`config.mk`:
```
export PLATFORM = sky130hd
export DESIGN_NAME = sensor_conditioner_flat
export DESIGN_NICKNAME = d
export VERILOG_FILES = /design/src/rtl/sensor_conditioner_if.sv /design/src/rtl/sensor_conditioner.sv /design/src/flat_wrapper.sv
export SDC_FILE = /design/constraint.sdc
export NUM_CORES = 1
export LEC_CHECK = 0
export ABC_AREA = 1
export BUFFER_PORTS_ARGS = -buffer_cell sky130_fd_sc_hd__clkbuf_2
export CORE_MARGIN = 1.5
export CORE_UTILIZATION = 49
export CTS_CLUSTER_DIAMETER = 80
export DETAILED_ROUTE_END_ITERATION = 8
export MAX_ROUTING_LAYER = met4
export PLACE_DENSITY_LB_ADDON = 0.12
export SYNTH_ARGS = -nofsm -noshare
export SYNTH_HDL_FRONTEND = slang
export SYNTH_SLANG_ARGS = --single-unit
export TNS_END_PERCENT = 10
```
`constraint.sdc`:
```
create_clock -name clock -period 2 [get_ports clock]
set_input_delay 0.4 -clock clock [delete_from_list [all_inputs] [get_ports clock]]
set_output_delay 0.4 -clock clock [all_outputs]
set_load 0.01 [all_outputs]
```
`src/rtl/sensor_conditioner_if.sv`:
```
// Raw sensor/switch inputs and conditioned outputs of sensor_conditioner.
// dbg_state mirrors the fault FSM state for observation only.
interface sensor_conditioner_if;
   logic       raw_h, raw_m, raw_l;
   logic       raw_bs, raw_vs, raw_ve;
   logic       H, M, L;
   logic       Bs, Vs, Ve;
   logic       E;
   logic [1:0] level;
   logic [1:0] dbg_state;

   modport master (
      output raw_h, raw_m, raw_l, raw_bs, raw_vs, raw_ve,
      input  H, M, L, Bs, Vs, Ve, E, level, dbg_state
   );

   modport slave (
      input  raw_h, raw_m, raw_l, raw_bs, raw_vs, raw_ve,
      output H, M, L, Bs, Vs, Ve, E, level, dbg_state
   );
endinterface

```
`src/rtl/sensor_conditioner.sv`:
```
// Synchronise, debounce and sanity-check tank level sensors and operator switches.
// Build option SENSOR_ERR_STICKY_EN: when defined, a sensor fault is held until reset.
module sensor_conditioner #(
   parameter int DB_CYCLES = 16,
   parameter int ERR_HOLD  = 8
) (
   input logic                 clock,
   input logic                 reset_n,
   sensor_conditioner_if.slave bus
);

   localparam int NCH   = 6;
   localparam int CH_L  = 0;
   localparam int CH_M  = 1;
   localparam int CH_H  = 2;
   localparam int CH_BS = 3;
   localparam int CH_VS = 4;
   localparam int CH_VE = 5;

   localparam logic [7:0] DB_LAST   = 8'(DB_CYCLES - 1);
   localparam logic [7:0] HOLD_LAST = 8'(ERR_HOLD - 1);

   typedef enum logic [1:0] {
      ST_OK      = 2'd0,
      ST_SUSPECT = 2'd1,
      ST_FAULT   = 2'd2,
      ST_RECOVER = 2'd3
   } fault_state_t;

   logic [NCH-1:0] raw;
   logic [NCH-1:0] sync_a;
   logic [NCH-1:0] sync_b;
   logic [NCH-1:0] deb;
   logic [NCH-1:0] toggle;
   logic [NCH-1:0] deb_next;
   logic [7:0]     db_cnt [NCH];

   logic           rise_bs, rise_vs, rise_ve;
   logic           bs_pulse, vs_pulse, ve_pulse;
   logic           combo_ok;
   fault_state_t   state;
   logic [7:0]     hold;
   logic           err;
   logic [1:0]     level_q;

   function automatic logic [1:0] count_hml(input logic [2:0] v);
      return {1'b0, v[0]} + {1'b0, v[1]} + {1'b0, v[2]};
   endfunction

   assign raw = {bus.raw_ve, bus.raw_vs, bus.raw_bs, bus.raw_h, bus.raw_m, bus.raw_l};

   // A channel flips on the edge where its disagreement run reaches DB_CYCLES.
   always_comb begin
      toggle = '0;
      for (int i = 0; i < NCH; i++) begin
         toggle[i] = (sync_b[i] != deb[i]) && (db_cnt[i] == DB_LAST);
      end
   end

   assign deb_next = deb ^ toggle;
   assign rise_bs  = toggle[CH_BS] & ~deb[CH_BS];
   assign rise_vs  = toggle[CH_VS] & ~deb[CH_VS];
   assign rise_ve  = toggle[CH_VE] & ~deb[CH_VE];

   // Water fills from the bottom, so only 000, 001, 011, 111 are physical.
   assign combo_ok = {deb[CH_H], deb[CH_M], deb[CH_L]} inside {3'b000, 3'b001, 3'b011, 3'b111};

   always_ff @(posedge clock or negedge reset_n) begin
      if (!reset_n) begin
         sync_a <= '0;
         sync_b <= '0;
         deb    <= '0;
         for (int i = 0; i < NCH; i++) begin
            db_cnt[i] <= '0;
         end
      end else begin
         sync_a <= raw;
         sync_b <= sync_a;
         deb    <= deb_next;
         for (int i = 0; i < NCH; i++) begin
            if ((sync_b[i] == deb[i]) || toggle[i]) begin
               db_cnt[i] <= '0;
            end else begin
               db_cnt[i] <= db_cnt[i] + 8'd1;
            end
         end
      end
   end

   // Bs wins a tie with Vs; both are muted during a fault, Ve never is.
   always_ff @(posedge clock or negedge reset_n) begin
      if (!reset_n) begin
         bs_pulse <= 1'b0;
         vs_pulse <= 1'b0;
         ve_pulse <= 1'b0;
      end else begin
         bs_pulse <= rise_bs & ~err;
         vs_pulse <= rise_vs & ~rise_bs & ~err;
         ve_pulse <= rise_ve;
      end
   end

   // Fault FSM; level follows the new H/M/L and is forced to 0 whenever E is set.
   always_ff @(posedge clock or negedge reset_n) begin
      if (!reset_n) begin
         state   <= ST_OK;
         hold    <= '0;
         err     <= 1'b0;
         level_q <= '0;
      end else begin
         level_q <= err ? 2'd0 : count_hml({deb_next[CH_H], deb_next[CH_M], deb_next[CH_L]});
         case (state)
            ST_OK: begin
               if (!combo_ok) begin
                  state <= ST_SUSPECT;
                  hold  <= 8'd1;
               end
            end
            ST_SUSPECT: begin
               if (combo_ok) begin
                  state <= ST_OK;
                  hold  <= '0;
               end else if (hold == HOLD_LAST) begin
                  state   <= ST_FAULT;
                  hold    <= '0;
                  err     <= 1'b1;
                  level_q <= 2'd0;
               end else begin
                  hold <= hold + 8'd1;
               end
            end
            ST_FAULT: begin
`ifdef SENSOR_ERR_STICKY_EN
               state <= ST_FAULT;
`else
               if (combo_ok) begin
                  state <= ST_RECOVER;
                  hold  <= 8'd1;
               end
`endif
            end
            ST_RECOVER: begin
               if (!combo_ok) begin
                  state <= ST_FAULT;
                  hold  <= '0;
               end else if (hold == HOLD_LAST) begin
                  state   <= ST_OK;
                  hold    <= '0;
                  err     <= 1'b0;
                  level_q <= count_hml({deb_next[CH_H], deb_next[CH_M], deb_next[CH_L]});
               end else begin
                  hold <= hold + 8'd1;
               end
            end
            default: begin
               state <= ST_OK;
               hold  <= '0;
               err   <= 1'b0;
            end
         endcase
      end
   end

   assign bus.H         = deb[CH_H];
   assign bus.M         = deb[CH_M];
   assign bus.L         = deb[CH_L];
   assign bus.Bs        = bs_pulse;
   assign bus.Vs        = vs_pulse;
   assign bus.Ve        = ve_pulse;
   assign bus.E         = err;
   assign bus.level     = level_q;
   assign bus.dbg_state = state;

endmodule

```
`src/flat_wrapper.sv`:
```
// flat-port wrapper written by rule: the top's interface ports become plain ports
module sensor_conditioner_flat 
#(
   parameter int DB_CYCLES = 16,
   parameter int ERR_HOLD  = 8
)
  (clock, reset_n, bus_raw_h, bus_raw_m, bus_raw_l, bus_raw_bs, bus_raw_vs, bus_raw_ve, bus_H, bus_M, bus_L, bus_Bs, bus_Vs, bus_Ve, bus_E, bus_level, bus_dbg_state);
  sensor_conditioner_if bus_i ();
  input logic clock;
  input logic reset_n;
  input wire logic [$bits(bus_i.raw_h)-1:0] bus_raw_h;
  input wire logic [$bits(bus_i.raw_m)-1:0] bus_raw_m;
  input wire logic [$bits(bus_i.raw_l)-1:0] bus_raw_l;
  input wire logic [$bits(bus_i.raw_bs)-1:0] bus_raw_bs;
  input wire logic [$bits(bus_i.raw_vs)-1:0] bus_raw_vs;
  input wire logic [$bits(bus_i.raw_ve)-1:0] bus_raw_ve;
  output wire logic [$bits(bus_i.H)-1:0] bus_H;
  output wire logic [$bits(bus_i.M)-1:0] bus_M;
  output wire logic [$bits(bus_i.L)-1:0] bus_L;
  output wire logic [$bits(bus_i.Bs)-1:0] bus_Bs;
  output wire logic [$bits(bus_i.Vs)-1:0] bus_Vs;
  output wire logic [$bits(bus_i.Ve)-1:0] bus_Ve;
  output wire logic [$bits(bus_i.E)-1:0] bus_E;
  output wire logic [$bits(bus_i.level)-1:0] bus_level;
  output wire logic [$bits(bus_i.dbg_state)-1:0] bus_dbg_state;
  assign bus_i.raw_h = bus_raw_h;
  assign bus_i.raw_m = bus_raw_m;
  assign bus_i.raw_l = bus_raw_l;
  assign bus_i.raw_bs = bus_raw_bs;
  assign bus_i.raw_vs = bus_raw_vs;
  assign bus_i.raw_ve = bus_raw_ve;
  assign bus_H = bus_i.H;
  assign bus_M = bus_i.M;
  assign bus_L = bus_i.L;
  assign bus_Bs = bus_i.Bs;
  assign bus_Vs = bus_i.Vs;
  assign bus_Ve = bus_i.Ve;
  assign bus_E = bus_i.E;
  assign bus_level = bus_i.level;
  assign bus_dbg_state = bus_i.dbg_state;
  sensor_conditioner #(.DB_CYCLES(DB_CYCLES), .ERR_HOLD(ERR_HOLD)) u_core (.clock(clock), .reset_n(reset_n), .bus(bus_i));
endmodule
```
== After elaboration in Yosys (flattened, before gate mapping) ==
Cells that the tools add are included.

* Flip-flop bits (word level): 82
* Bits in latches: 0
* Bits in writable memories: 0
* Memory bits (read-only): 0
* Logic and storage cells: 119
* Memories kept: 0

* Add/sub/neg operators: 9
* $mul: 0
* Divide/modulo/power cells: 0
* Magnitude comparators: 0
* Equal/unequal tests: 33
* Shifts and indexed selects: 0
* Muxes and demuxes: 30
* Bitwise gates (word level): 12
* Reductions and logical operators: 19

{| class="wikitable"
|+ Operator list
! cell !! number
|-
| 8-bit two-way mux || 11
|-
| 8-bit by 1-bit adder with 8-bit output, second input constant || 7
|-
| 8-bit by 4-bit equality test with 1-bit output, second input constant || 6
|-
| 8-bit case mux with 4 select lines || 1
|-
| 2-bit two-way mux || 11
|-
| 8-bit by 3-bit equality test with 1-bit output, second input constant || 1
|-
| 2-bit by 1-bit inequality test with 1-bit output, second input constant || 4
|-
| 2-bit case mux with 4 select lines || 1
|-
| 1-bit bitwise AND || 6
|-
| 1-bit equality test || 6
|-
| 1-bit logical AND || 6
|-
| 1-bit logical OR || 6
|-
| 1-bit inequality test || 6
|-
| 6-bit bitwise XOR || 1
|-
| 1-bit inverter || 5
|-
| 5-bit AND reduction || 1
|-
| 2-bit equality test, second input constant || 2
|-
| 1-bit two-way mux || 4
|-
| 2-bit inequality test, second input constant || 2
|-
| 2-bit case mux with 2 select lines || 1
|-
| 4-bit AND reduction || 1
|-
| 4-bit nonzero test || 1
|-
| 3-bit by 1-bit equality test with 1-bit output, second input constant || 1
|-
| 3-bit by 2-bit equality test with 1-bit output, second input constant || 1
|-
| 11 further kinds || 11
|}

== Longest topological paths before layout ==
* Depth after elaboration: 9
* Mapped depth: 9
* Depth with buffers taken out: 9

== Worst setup path before layout ==
Ideal clock, no wire load.

* Path type: reg2reg
* From: reg u_core.db_cnt[32] (netlist bit)
* To: reg u_core.level_q[0], in the netlist u_core.bus.level[0]
* Library setup time: 121 ps
* Arrival: 1728 ps
* Data required time: 1879 ps
* Slack: 150 ps
* Stages on the path, launching flop included: 9
* Path buffers: 0
* Period minus slack after synthesis: 1850 ps
* Path through: dfrtp_1 > ha_1 > nand2_1 > nor2_1 > nand3_1 > o21ai_0 > fa_1 > nand2_1 > nor2_1

* Cells in the longest elaborated chain, start to end: 9

{| class="wikitable"
|+ Ends and longest elaborated chain
! item !! RTL line !! RTL
|-
| from (decl) || sensor_conditioner.sv:36 || <nowiki>logic [7:0] db_cnt [NCH];</nowiki>
|-
| from (signal, indexed assignment) || sensor_conditioner.sv:84 || <nowiki>db_cnt[i] <= db_cnt[i] + 8'd1;</nowiki>
|-
| 8-bit by 4-bit equality test with 1-bit output (*) || sensor_conditioner.sv:56 || <nowiki>toggle[i] = (sync_b[i] != deb[i]) && (db_cnt[i] == DB_LAST);</nowiki>
|-
| 1-bit logical AND (*) || sensor_conditioner.sv:56 ||
|-
| 6-bit bitwise XOR (*) || sensor_conditioner.sv:60 || <nowiki>assign deb_next = deb ^ toggle;</nowiki>
|-
| named net u_core.deb_next[1] || sensor_conditioner.sv:35 || <nowiki>logic [NCH-1:0] deb_next;</nowiki>
|-
| 1-bit by 1-bit adder with 2-bit output (*) || sensor_conditioner.sv:47 || <nowiki>return {1'b0, v[0]} + {1'b0, v[1]} + {1'b0, v[2]};</nowiki>
|-
| 2-bit by 1-bit adder with 2-bit output (*) || sensor_conditioner.sv:47 ||
|-
| 2-bit two-way mux || sensor_conditioner.sv:111 || <nowiki>level_q <= err ? 2'd0 : count_hml({deb_next[CH_H], deb_next[CH_M], deb_next[CH_L]});</nowiki>
|-
| 2-bit two-way mux, on equally long branches || sensor_conditioner.sv:146, sensor_conditioner.sv:123 ||
|-
| 2-bit two-way mux, on equally long branches || sensor_conditioner.sv:143, sensor_conditioner.sv:120 ||
|-
| 2-bit case mux with 2 select lines (*) || sensor_conditioner.sv:112 || <nowiki>case (state)</nowiki>
|-
| to (signal assigned) || sensor_conditioner.sv:111 ||
|-
| to (signal assigned) || sensor_conditioner.sv:150 || <nowiki>level_q <= count_hml({deb_next[CH_H], deb_next[CH_M], deb_next[CH_L]});</nowiki>
|-
| to (decl) || sensor_conditioner.sv:44 || <nowiki>logic [1:0] level_q;</nowiki>
|}

Mark *: on every way through the listed nets, which the timed path passes. The rest lies on a longest branch.
A chain may end at the register's enable or synchronous reset.

== Worst setup path in the final report ==
* From: reg u_core.db_cnt[41] (netlist bit)
* To: reg u_core.level_q[0], in the netlist u_core.bus.level[0]

The elaborated chain is that of the path after synthesis.

==> run metrics <==
outcome=finished, final reports clean; Max rail drop VDD=0.585 mV; cell area after layout=4160 um^2; flop2flop setup slack=about 170 ps; DRT iter0 DRCs=154; DP Area=3940 um^2; Inserted Clock Buffers=9; minimum clock period=1830 ps; startpoint types=flip-flop; Yosys Warn Count=0; share of layout cells above drive strength 1=0.109; Setup WS post-layout=173 ps; Gate Count Post-Synth=~430; Synth Area in Simple Gates=0.258; Post-Syn Nets=443; Sw Ratio=0.227; first-pass GRT wire length=~11 mm; pre-CTS setup slack=67.8 ps; Port Buffers=18; Skew-Pair Late Insertion Delay=roughly 340 ps; Overflow after GRT=0; Hold Fails Final Rpt=0; largest net degree at the start of global routing=41; Die Footprint=8050 um^2; Pwr Density=~730 nW/um^2; DP HPWL=4.61 mm; reg-to-reg critical path startpoint=u_core.db_cnt[41]; Fin Setup TNS=0 ps; max_cap viols=0; Reg2Reg Depth=9; Synth cell types=25; placer congestion estimate=0.878; Initial Utilization=0.508; DR DRC count=0; main combinational cell family by area after synthesis=simple AND/OR/NAND/NOR gates; CP endpoint kind=flip-flop; P_sw=0.000691 W; Die X=89.7 um; TritonCTS clock tree=built; post-synthesis mux area share=0; sequential fraction of the synthesis area=0.556; Synth Flop Type=dfrtp_1; Seq cells post-synth=82; critical path arrival=2110 ps; register clock-pin slew on the reported worst setup and hold paths=approximately 80 ps; Pleak=2.08 nW; Worst EP required=between 2000 and 2500 ps; TritonCTS Sinks=82; remaining antenna violation count after routing=0; clk root buf=clkbuf_8; Synth-to-Final Area Change=12.8%; crit share post-route=0.913; XOR/XNOR share of the synthesized area=0.0475; Clk pwr share=0.392; slew at the pin closest to its max-slew limit=533 ps; synth top area cells=dfrtp_1, nand2_1, nor2_1; area leader, netlist=dfrtp_1; Core Area=7250 um^2; Diodes inserted=0; Final Setup Violations=0; Power Internal=0.00236 W; Wirelength per Cell=11.1 um; count leader, synth=nand2_1; Reg power frac=0.567; Slew headroom=0.642; antenna violations before repair=0; I/O pin count=19; worst hold path type=in2async; FMAX=547 MHz; RR Endpoint=u_core.bus.level[0]; total track usage=0.177; die height=89.7 um; final net count=around 480; synthesized area per cell=8.64 um^2; Final Skew=6.62 ps; Post-Syn Area=between 3000 and 4000 um^2; Final Max Slew Viols=0; vias in the first global route=2542; crit path max fanout=4; vias per cell=4.89; top post-synthesis cells by count=nand2_1, nor2_1, dfrtp_1; kind of critical path=reg2reg; Synth Area in Adders=0.0292; logic gate share of total power=0.041; Routed WL=6.29 mm; FFs w/ async S/R, synth=1.00; Post-synth EDFFs=0; Yosys top cell area share=0.556; Longest Clk Path Bufs=2; Final Core Density=0.574; FP Rows=31; first-pass detailed-route iteration total=4; Final Hold Slack=17.9 ps; Synth Area in Compound Gates=0.0516; DR vias=between 2000 and 3000; H-tree lvl count=3
==> placed cells by master, fill, tap and decap left out, types with 8 or more instances in the layout <==
master	Yosys	layout
o21ai_0	13	11
a21oi_1	9	8
clkbuf_2	0	17
clkbuf_8	0	10
nand3_1	20	20
nand2_1	94	93
dfrtp_1	82	82
xor2_1	15	15
nand4_1	9	9
nor2_1	88	88
buf_4	0	8
inv_1	52	51
nor3_1	12	12
==> registers in the layout (all words and copies together), names as in the netlist, named ones only <==
name and cells:
u_core.hold 8, u_core.sync_b 6, u_core.deb 3, u_core.bus.E 1
u_core.bus.Bs 1, u_core.bus.Vs 1, u_core.db_cnt 48, u_core.bus.dbg_state 1
u_core.sync_a 6, u_core.bus.level 2, u_core.bus.Ve 1
==> routing by layer <==
metal  GRT usage  vias up  routed length (um)
met4      0.0807        0                 140
met2       0.274       50                2790
met5           -        -                   0
met3      0.0338       12                 235
li1            -     1413                   -
met1       0.228     1291                3120
==> cell type report <==
cell class	count	area [um^2]
Clock inverter	6	65.1
Clock buffer	10	138
Tap cell	99	124
Timing Repair Buffer	25	145
Multi-Input combinational cell	291	1440
Fill cell	666	3090
Sequential cell	82	2050
Inverter	53	199
==> power by group through the flow <==
stage          clock network (W)  logic [W]  registers, W
2_1_floorplan                  0  0.0000636       0.00175
3_3_place_gp                   0   0.000122       0.00176
3_5_place_dp                   0   0.000127       0.00176
4_1_cts                  0.00123   0.000128       0.00173
5_1_grt                  0.00130   0.000152       0.00173
6_report                 0.00119   0.000126       0.00173
==> kinds of logic after synthesis <==
family | after synthesis
AO/OA/AOI/OAI | 33
XOR/XNOR | 20
adder cells (fa/ha/maj) | 8
buffers and inverters | 54
flip-flops | 82
AND/OR/NAND/NOR | 230
==> what timing repair did <==
| action | in CTS | in global routing |
|---|---|---|
| hold buffers | 0 | 0 |
| hold endpoints to repair | 0 | 0 |
| setup buffers | 0 | 1 |
| gates resized for setup | 0 | 7 |
| setup endpoints to repair | 0 | 1 |
==> per-stage QoR <==
step                      power (W)  cells
final                       0.00305    566
after global routing        0.00318    566
after CTS                   0.00309    565
after detailed placement    0.00189    549
after global placement      0.00188    549
after floorplan             0.00182    427
==> worst max-delay path, stage by stage (launching register included) <==
cell,delay (ps)
dfrtp_1,360
ha_2,190
nand2_2,70
inv_2,70
nand4_1,170
nor2_1,180
a21oi_2,60
fa_1,540
nand2_1,50
nor2_1,80
==> worst max-delay path by stage <==
stage,startpoint,endpoint,depth (start not counted),slack (ps)
6_report,u_core.db_cnt[41],u_core.bus.level[0],9,170
4_1_cts,u_core.db_cnt[32],u_core.bus.level[0],8,60
2_1_floorplan,u_core.db_cnt[32],u_core.bus.level[0],8,150
3_5_place_dp,u_core.db_cnt[32],u_core.bus.level[0],8,70
3_3_place_gp,u_core.db_cnt[32],u_core.bus.level[0],8,140
5_1_grt,u_core.db_cnt[41],u_core.bus.level[0],9,-10
Note: power is estimated with default switching activity, not from simulation.
